--- config.mk ---
export PLATFORM = sky130hd
export DESIGN_NAME = pipe_rca_adder
export DESIGN_NICKNAME = d
export VERILOG_FILES = /design/src/rtl/pipe_adder_pkg.sv /design/src/rtl/rca_chunk.sv /design/src/rtl/pipe_rca_adder.sv
export SDC_FILE = /design/constraint.sdc
export NUM_CORES = 1
export LEC_CHECK = 0
export CAP_MARGIN = 10
export CORE_AREA = 10 10 148 82
export DETAILED_ROUTE_END_ITERATION = 6
export DIE_AREA = 0 0 158 92
export MAX_ROUTING_LAYER = met4
export PLACE_DENSITY = 0.67
export SETUP_SLACK_MARGIN = 0.2
export SYNTH_ARGS = -nofsm -noshare
export SYNTH_HDL_FRONTEND = slang
export SYNTH_SLANG_ARGS = --single-unit
--- constraint.sdc ---
create_clock -name clk -period 2.6 [get_ports clk]
set_input_delay 0.26 -clock clk [delete_from_list [all_inputs] [get_ports clk]]
set_output_delay 0.26 -clock clk [all_outputs]
set_load 0.005 [all_outputs]
--- src/rtl/pipe_adder_pkg.sv ---
// Shared configuration and helpers for the pipelined ripple-carry adder.
// The full adder lives here so every chunk uses the same cell.
package pipe_adder_pkg;

    localparam int DEFAULT_WIDTH   = 16;
    localparam int DEFAULT_STAGE_W = 4;

    // Number of pipeline stages; clamped to 1 so a bad configuration still elaborates far enough to report.
    function automatic int calc_stages(input int width, input int stage_w);
        if (stage_w < 1 || width < stage_w) begin
            return 1;
        end
        return width / stage_w;
    endfunction

    function automatic bit cfg_ok(input int width, input int stage_w);
        return (stage_w >= 1) && (width >= stage_w) && ((width % stage_w) == 0);
    endfunction

    // Returns {carry_out, sum}.
    function automatic logic [1:0] full_add(input logic x, input logic y, input logic c);
        return {(x & y) | (x & c) | (y & c), x ^ y ^ c};
    endfunction

endpackage

--- src/rtl/rca_chunk.sv ---
// Combinational STAGE_W-bit ripple-carry adder built from full adders.
// Also exposes the carry into its MSB so the top chunk can derive signed overflow.
module rca_chunk
    import pipe_adder_pkg::*;
#(
    parameter int W = DEFAULT_STAGE_W
) (
    input  logic [W-1:0] a,
    input  logic [W-1:0] b,
    input  logic         cin,
    output logic [W-1:0] s,
    output logic         cout,
    output logic         c_msb_in
);

    logic [W:0] carry;

    assign carry[0] = cin;

    for (genvar gi = 0; gi < W; gi++) begin : gen_fa
        assign {carry[gi+1], s[gi]} = full_add(a[gi], b[gi], carry[gi]);
    end

    assign cout     = carry[W];
    assign c_msb_in = carry[W-1];

endmodule

--- src/rtl/pipe_rca_adder.sv ---
// Pipelined ripple-carry adder/subtractor: one STAGE_W-bit chunk per stage,
// carries registered between stages, valid/ready with a single global advance.
module pipe_rca_adder
    import pipe_adder_pkg::*;
#(
    parameter int WIDTH   = DEFAULT_WIDTH,
    parameter int STAGE_W = DEFAULT_STAGE_W
) (
    input  logic             clk,
    input  logic             rst_n,
    input  logic             in_valid,
    output logic             in_ready,
    input  logic [WIDTH-1:0] a,
    input  logic [WIDTH-1:0] b,
    input  logic             cin,
    input  logic             sub,
    output logic             out_valid,
    input  logic             out_ready,
    output logic [WIDTH-1:0] sum,
    output logic             cout,
    output logic             ovf
);

    localparam int STAGES = calc_stages(WIDTH, STAGE_W);

    if (!cfg_ok(WIDTH, STAGE_W)) begin : g_cfg_err
        $fatal(1, "pipe_rca_adder: WIDTH must be a positive multiple of STAGE_W");
    end

    logic             adv;
    logic [WIDTH-1:0] b_eff;
    logic             cin_eff;
    logic             ovf_q;
    logic             ovf_d;

    // Subtraction is a + ~b + 1; cin is deliberately ignored in that mode.
    assign b_eff   = sub ? ~b : b;
    assign cin_eff = sub ? 1'b1 : cin;

    // Every stage moves together: a stalled output freezes the whole pipe.
    assign adv      = ~out_valid | out_ready;
    assign in_ready = adv;

    // Skew registers: stage gi still carries the operand chunks gi+1..STAGES-1.
    for (genvar gi = 0; gi < STAGES - 1; gi++) begin : gen_skew
        localparam int SW = WIDTH - (gi + 1) * STAGE_W;

        logic [SW-1:0] a_q;
        logic [SW-1:0] b_q;
        logic [SW-1:0] a_d;
        logic [SW-1:0] b_d;

        if (gi == 0) begin : g_src
            assign a_d = a[WIDTH-1:STAGE_W];
            assign b_d = b_eff[WIDTH-1:STAGE_W];
        end else begin : g_src
            assign a_d = gen_skew[gi-1].a_q[SW+STAGE_W-1:STAGE_W];
            assign b_d = gen_skew[gi-1].b_q[SW+STAGE_W-1:STAGE_W];
        end

        always_ff @(posedge clk or negedge rst_n) begin
            if (!rst_n) begin
                a_q <= '0;
                b_q <= '0;
            end else if (adv) begin
                a_q <= a_d;
                b_q <= b_d;
            end
        end
    end

    // Stage gi adds chunk gi and accumulates the low (gi+1)*STAGE_W result bits.
    for (genvar gi = 0; gi < STAGES; gi++) begin : gen_stage
        logic [STAGE_W-1:0]         ch_a;
        logic [STAGE_W-1:0]         ch_b;
        logic [STAGE_W-1:0]         ch_s;
        logic                       ch_ci;
        logic                       ch_co;
        logic                       valid_q;
        logic                       valid_d;
        logic                       carry_q;
        logic [(gi+1)*STAGE_W-1:0]  sum_q;
        logic [(gi+1)*STAGE_W-1:0]  sum_d;

        if (gi == 0) begin : g_in
            assign ch_a    = a[STAGE_W-1:0];
            assign ch_b    = b_eff[STAGE_W-1:0];
            assign ch_ci   = cin_eff;
            assign valid_d = in_valid;
            assign sum_d   = ch_s;
        end else begin : g_in
            assign ch_a    = gen_skew[gi-1].a_q[STAGE_W-1:0];
            assign ch_b    = gen_skew[gi-1].b_q[STAGE_W-1:0];
            assign ch_ci   = gen_stage[gi-1].carry_q;
            assign valid_d = gen_stage[gi-1].valid_q;
            assign sum_d   = {ch_s, gen_stage[gi-1].sum_q};
        end

        if (gi == STAGES - 1) begin : g_chunk
            logic ch_cmsb;

            rca_chunk #(
                .W(STAGE_W)
            ) u_chunk (
                .a        (ch_a),
                .b        (ch_b),
                .cin      (ch_ci),
                .s        (ch_s),
                .cout     (ch_co),
                .c_msb_in (ch_cmsb)
            );

            assign ovf_d = ch_cmsb ^ ch_co;
        end else begin : g_chunk
            logic cmsb_unused;

            rca_chunk #(
                .W(STAGE_W)
            ) u_chunk (
                .a        (ch_a),
                .b        (ch_b),
                .cin      (ch_ci),
                .s        (ch_s),
                .cout     (ch_co),
                .c_msb_in (cmsb_unused)
            );
        end

        // Bubbles advance with their slot; only the valid bit marks them.
        always_ff @(posedge clk or negedge rst_n) begin
            if (!rst_n) begin
                valid_q <= 1'b0;
                carry_q <= 1'b0;
                sum_q   <= '0;
            end else if (adv) begin
                valid_q <= valid_d;
                carry_q <= ch_co;
                sum_q   <= sum_d;
            end
        end
    end

    always_ff @(posedge clk or negedge rst_n) begin
        if (!rst_n) begin
            ovf_q <= 1'b0;
        end else if (adv) begin
            ovf_q <= ovf_d;
        end
    end

    assign out_valid = gen_stage[STAGES-1].valid_q;
    assign sum       = gen_stage[STAGES-1].sum_q;
    assign cout      = gen_stage[STAGES-1].carry_q;
    assign ovf       = ovf_q;

endmodule

Word-level counts from Yosys, hierarchy flattened
Cells that the tools add are included.
{"block": "word_totals", "register_bits": 97, "input_bits": 38, "out_inout_bits": 20, "word_cells": 137}
{"block": "classes", "muxes": 2, "bitwise_logic": 116}
{"op": "bitwise AND 1 bit", "n": 48}
{"op": "bitwise OR 1 bit", "n": 33}
{"op": "bitwise XOR 1 bit", "n": 33}
{"op": "two-way mux 16 bit", "n": 1}
{"op": "NOT 16 bit", "n": 1}
{"op": "two-way mux 1 bit", "n": 1}
{"op": "NOT 1 bit", "n": 1}

Logic depth before layout (Yosys ltp)
{"block": "logic_depth", "depth_word": 14, "depth_mapped": 10, "depth_no_buf": 9}

Hierarchy
From an unflattened synthesis, not the netlist that was laid out.
{"block": "unflattened", "hier_cells": 282, "area_unflattened_um2": 4314.1}
{"mod": "pipe_rca_adder", "n_inst": 1, "cells_each": 226, "seq_area_each_um2": 2427.3, "area_each_um2": 3843.7}
{"mod": "rca_chunk", "n_inst": 4, "cells_each": 14, "seq_area_each_um2": 0.0, "area_each_um2": 117.6}

Least setup slack after synthesis
No wires, ideal clock.
{"block": "synth_path", "path_type": "input to register", "from": "in sub", "to": "reg gen_stage[0].sum_q[3]", "arrival_time_ns": 2.584, "path_buffers": 2, "required_time_ns": 2.475, "stages": 10, "slack_ns": -0.109, "setup_ns": 0.125, "cell_sequence": "buf_2 buf_2 xor2_1 fa_1 inv_1 fa_1 fa_1 inv_1 fa_1 mux2_2"}
{"block": "synth_between", "elab_chain_cells": 11, "word_cells_on_any_way": 19, "classes_between": "mux: 2; bitwise: 17"}
{"element": "from (decl)", "line": "pipe_rca_adder.sv:16", "rtl": "input logic sub,"}
{"element": "two-way mux 16 bit / two-way mux 1 bit (equally long branches)", "line": "pipe_rca_adder.sv:37, pipe_rca_adder.sv:38"}
{"element": "bitwise AND 1 bit", "line": "pipe_adder_pkg.sv:22", "rtl": "return {(x & y) | (x & c) | (y & c), x ^ y ^ c};"}
{"element": "bitwise OR 1 bit (2 in a row)", "line": "pipe_adder_pkg.sv:22"}
{"element": "bitwise AND 1 bit", "line": "pipe_adder_pkg.sv:22"}
{"element": "bitwise OR 1 bit (2 in a row)", "line": "pipe_adder_pkg.sv:22"}
{"element": "bitwise AND 1 bit", "line": "pipe_adder_pkg.sv:22"}
{"element": "bitwise OR 1 bit (2 in a row)", "line": "pipe_adder_pkg.sv:22"}
{"element": "bitwise XOR 1 bit (*)", "line": "pipe_adder_pkg.sv:22"}
{"element": "via gen_stage[0].ch_s[3]", "line": "pipe_rca_adder.sv:76", "rtl": "logic [STAGE_W-1:0] ch_s;"}
{"element": "to (signal assigned)", "line": "pipe_rca_adder.sv:138", "rtl": "sum_q <= sum_d;"}
{"element": "to (decl)", "line": "pipe_rca_adder.sv:82", "rtl": "logic [(gi+1)*STAGE_W-1:0] sum_q;"}
Mark *: on every way through the listed nets, which the timed path passes. The rest lies on a longest branch.
A chain may end at the register's enable or synchronous reset.

Final worst setup path
{"block": "layout_path", "from": "in b[0]", "to": "reg gen_stage[0].sum_q[3]"}
{"block": "layout_between", "elab_chain_cells": 12, "word_cells_on_any_way": 15, "classes_between": "mux: 1; bitwise: 14"}
{"element": "from (decl)", "line": "pipe_rca_adder.sv:14", "rtl": "input logic [WIDTH-1:0] b,"}
{"element": "NOT 16 bit", "line": "pipe_rca_adder.sv:37", "rtl": "assign b_eff = sub ? ~b : b;"}
{"element": "two-way mux 16 bit (*)", "line": "pipe_rca_adder.sv:37"}
{"element": "bitwise AND 1 bit", "line": "pipe_adder_pkg.sv:22"}
{"element": "bitwise OR 1 bit", "line": "pipe_adder_pkg.sv:22"}
{"element": "bitwise OR 1 bit (*)", "line": "pipe_adder_pkg.sv:22"}
{"element": "bitwise AND 1 bit", "line": "pipe_adder_pkg.sv:22"}
{"element": "bitwise OR 1 bit", "line": "pipe_adder_pkg.sv:22"}
{"element": "bitwise OR 1 bit (*)", "line": "pipe_adder_pkg.sv:22"}
{"element": "bitwise AND 1 bit", "line": "pipe_adder_pkg.sv:22"}
{"element": "bitwise OR 1 bit", "line": "pipe_adder_pkg.sv:22"}
{"element": "bitwise OR 1 bit (*)", "line": "pipe_adder_pkg.sv:22"}
{"element": "bitwise XOR 1 bit (*)", "line": "pipe_adder_pkg.sv:22"}
{"element": "via gen_stage[0].ch_s[3]", "line": "pipe_rca_adder.sv:76"}
Marked as above.

==> metrics.log <==
[metrics] outcome: finished clean
[metrics] proportion of synthesized flip-flops having asynchronous set or reset: 1.00
[metrics] time the final worst path needs with I/O delays and setup: 2360 ps
[metrics] number of sinks driven by the clock tree: 97
[metrics] total global routing overflow: 0
[metrics] I/O pin total: 58
[metrics] diodes inserted: 0
[metrics] Startpoint Class: primary input
[metrics] post-route clock period utilization: 0.907
[metrics] RSZ-0062 raised after global routing: no
[metrics] height of the chip: a little over 90 um
[metrics] TritonCTS clock tree: done
[metrics] top achievable clock speed: 424 MHz
[metrics] Max Buffers Root-to-Sink: 2
[metrics] Setup violations, final: 0
[metrics] flop and latch count out of synthesis: slightly below 100
[metrics] startpoint-to-endpoint class of the critical path: in2reg
[metrics] number of remaining DRC errors: 0
[metrics] biggest fanout along the worst timing path: 1
[metrics] starting density of the core: 0.434
[metrics] static power due to leakage: 2.27 nW
[metrics] highest ir drop seen on vdd: between 0.0004 and 0.0005 V
[metrics] num rows: 26
[metrics] clock root buffer: sky130_fd_sc_hd__clkbuf_16
[metrics] mean cell area of the mapped netlist: 15.2 um2
[metrics] post-synth top area share: 0.575
[metrics] number of DRC violations after detailed-routing iteration 0: 86
[metrics] area growth from synthesis to layout: 24.5%
[metrics] count of flip-flops with a built-in enable after synthesis: 0
[metrics] Fin. Hold Viols: 0
[metrics] post-detailed-placement cell area: 0.00493 mm2
[metrics] post-route worst setup slack: 243 ps
[metrics] area enclosed by the die boundary: 0.0145 mm2
[metrics] count of max-cap constraint violations: 0
[metrics] nature of the critical path endpoint: flop
[metrics] Slew Limit Headroom: 0.648
[metrics] number of distinct library cells after synthesis: 15
[metrics] Fin Clk Skew: 5.01 ps
[metrics] power share of the clock group: 0.215
[metrics] required time of the critical path: 2810 ps
[metrics] gate count of the mapped netlist: 277
[metrics] share of post-route cells with drive strength above 1: 0.334
[metrics] placeable core region: 0.00973 mm2
[metrics] Core Util, Final: 0.540
[metrics] number of nets in the finished design: 393
[metrics] Sw Share: 0.289
[metrics] worst reg2reg path startpoint: gen_skew[2].a_q[0]
[metrics] r2r worst-path depth: 9
[metrics] largest net degree at the start of global routing: 98
[metrics] count of pins over their slew limit: 0
[metrics] sequential fraction of design power: 0.427
[metrics] Vias per Instance: 4.68
[metrics] most common flop cell mapped by yosys: sky130_fd_sc_hd__dfrtp_1
[metrics] total CTS buffers: 9
[metrics] actual transition at the worst max-transition pin: 528 ps
[metrics] logic gate share of total power: 0.358
[metrics] Ys Warns: 0
[metrics] Die Width: 158 um
[metrics] top library cells by usage in the layout, fill and taps aside: sky130_fd_sc_hd__dfrtp_1 (97), sky130_fd_sc_hd__mux2_2 (79), sky130_fd_sc_hd__clkdlybuf4s50_1 (55), sky130_fd_sc_hd__inv_1 (25), sky130_fd_sc_hd__xor2_1 (11)
[metrics] Total Routing Usage GR: 0.112
[metrics] wire length after detailed routing: 7.40 mm
[metrics] number of placed instances, taps included: 452
[metrics] half-perimeter wire length of the detailed placement result: 5.18 mm
[metrics] number of buffers added on ports: 57
[metrics] antenna violations before repair: 0
[metrics] number of antenna-violating nets in the routed design: 0
[metrics] dpl ws: -262 ps
[metrics] internal power: between 4 and 5 mW
[metrics] wire length per cell after detailed routing: 15.8 um
[metrics] most common library cell in the layout ignoring fill and taps: sky130_fd_sc_hd__dfrtp_1
[metrics] number of detailed-routing iterations run before antenna repair: 4
[metrics] worst reg2reg setup slack: about 370 ps
[metrics] sequential area share after synthesis: 0.575
[metrics] clock latency reported for the late side of the worst-skew pair: approximately 330 ps
[metrics] Net Sw Power: 1.74 mW
[metrics] count of placed standard cells in the final layout, fillers left out: 470
[metrics] class of the worst hold path: in2async
[metrics] weighted congestion at the end of routability-driven global placement: 0.708
[metrics] Arrival @ worst endpoint: 2570 ps
[metrics] syn nets: between 300 and 400
[metrics] post-synthesis cell area: 0.00422 mm2
[metrics] top cell type by total area after synthesis: sky130_fd_sc_hd__dfrtp_1
[metrics] count of H-tree levels built during CTS: 3
[metrics] areal power density over the cells: approximately 1100 mW/mm2
[metrics] summed area of non-filler cells in the final layout: approximately 0.0053 mm2
[metrics] via total after detailed routing: 2198
[metrics] Reg2Reg Capture Point: ovf
[metrics] first-pass GRT wire length: around 12 mm
[metrics] clock transition at the register clock pins on the worst setup and hold paths after CTS: about 60 ps
[metrics] vias in the first global route: 2466
[metrics] cell types with the largest area share after synthesis: sky130_fd_sc_hd__dfrtp_1 (58%), sky130_fd_sc_hd__mux2_2 (21%), sky130_fd_sc_hd__fa_1 (7.6%)
[power groups by stage]
stage          registers [mW]  logic [mW]  clock network [mW]
2_1_floorplan            2.50        1.41                   0
3_3_place_gp             2.58        2.09                   0
3_5_place_dp             2.61        2.15                   0
4_1_cts                  2.59        2.18                1.35
5_1_grt                  2.67        2.41                1.41
6_report                 2.58        2.16                1.29
[cells by family (layout without fill, tap and decap cells)]
kind of cell	after synthesis	in the layout	share of synthesized area
flip-flops	97	97	0.575
multiplexers	87	87	0.235
buffers and inverters	39	106	0.0462
XOR/XNOR	17	17	0.0353
adder cells (fa/ha/maj)	16	16	0.0759
AND/OR/NAND/NOR	12	12	0.0222
AO/OA/AOI/OAI	9	9	0.0107
[cell usage after synthesis (4+ instances only)]
library cell / number
sky130_fd_sc_hd__a21oi_1: 9
sky130_fd_sc_hd__buf_2: 9
sky130_fd_sc_hd__buf_6: 5
sky130_fd_sc_hd__dfrtp_1: 97
sky130_fd_sc_hd__fa_1: 16
sky130_fd_sc_hd__inv_1: 25
sky130_fd_sc_hd__mux2_2: 79
sky130_fd_sc_hd__mux2_4: 4
sky130_fd_sc_hd__mux2i_1: 4
sky130_fd_sc_hd__nor3b_1: 9
sky130_fd_sc_hd__xnor2_1: 5
sky130_fd_sc_hd__xor2_1: 12
[per-layer routing]
layer,wire [um],part of all wire,vias up,global-route usage
met5,0,0,-,-
li1,-,-,1042,-
met3,415,0.056,12,0.0424
met1,3800,0.51,1103,0.147
met4,85,0.011,0,0.0345
met2,3110,0.42,41,0.157
[per-stage QoR]
step | TNS [ps] | hold slack [ps] | power, mW
after floorplan | 0 | -35.6 | 3.91
after global placement | -254 | 165 | 4.67
after detailed placement | -358 | 167 | 4.76
after CTS | 0 | 348 | 6.12
after global routing | 0 | 388 | 6.50
final | 0 | 356 | 6.03
[state kept, by name, summed over array words and instances (netlist names)]
name	count
gen_stage.valid_q	3
cout	1
out_valid	1
gen_skew.b_q	24
sum	16
ovf	1
gen_skew.a_q	24
gen_stage.carry_q	3
gen_stage.sum_q	24
[cell type report]
class                   instances  area (um2)
repair buffers                 65         658
clock inverters                 5        55.1
multi-input cells             141        1620
flip-flops and latches         97        2430
well taps                     126         158
fillers                       808        4470
clock buffers                  11         243
inverters                      25        93.8
[how the worst max path moves through the flow]
stage               from               endpoint  slack, ps  cells past startpoint
floorplan            sub  gen_stage[0].sum_q[3]        200                     10
global placement     sub  gen_stage[0].sum_q[3]       -200                     10
detailed placement   sub  gen_stage[0].sum_q[3]       -260                     10
CTS                 b[0]  gen_stage[0].sum_q[3]        240                      9
global route        b[0]  gen_stage[0].sum_q[3]        210                      9
finish              b[0]  gen_stage[0].sum_q[3]        240                      9
[critical path: stages]
cell and delay, ps:
sky130_fd_sc_hd__clkdlybuf4s50_1 510, sky130_fd_sc_hd__xor2_2 150, sky130_fd_sc_hd__fa_2 190, sky130_fd_sc_hd__inv_1 50, sky130_fd_sc_hd__fa_2 330, sky130_fd_sc_hd__fa_2 330
sky130_fd_sc_hd__inv_1 70, sky130_fd_sc_hd__fa_1 390, sky130_fd_sc_hd__mux2_2 270
[timing repair]
action / CTS / global route
buffers inserted: 0 / 1
pin swaps: 1 / 1
endpoints found under the hold margin: 21 / 0
resized for setup: 2 / 3
hold buffers: 1 / 0
setup endpoints to repair: 1 / 1
(Power assumes the default switching activity.)
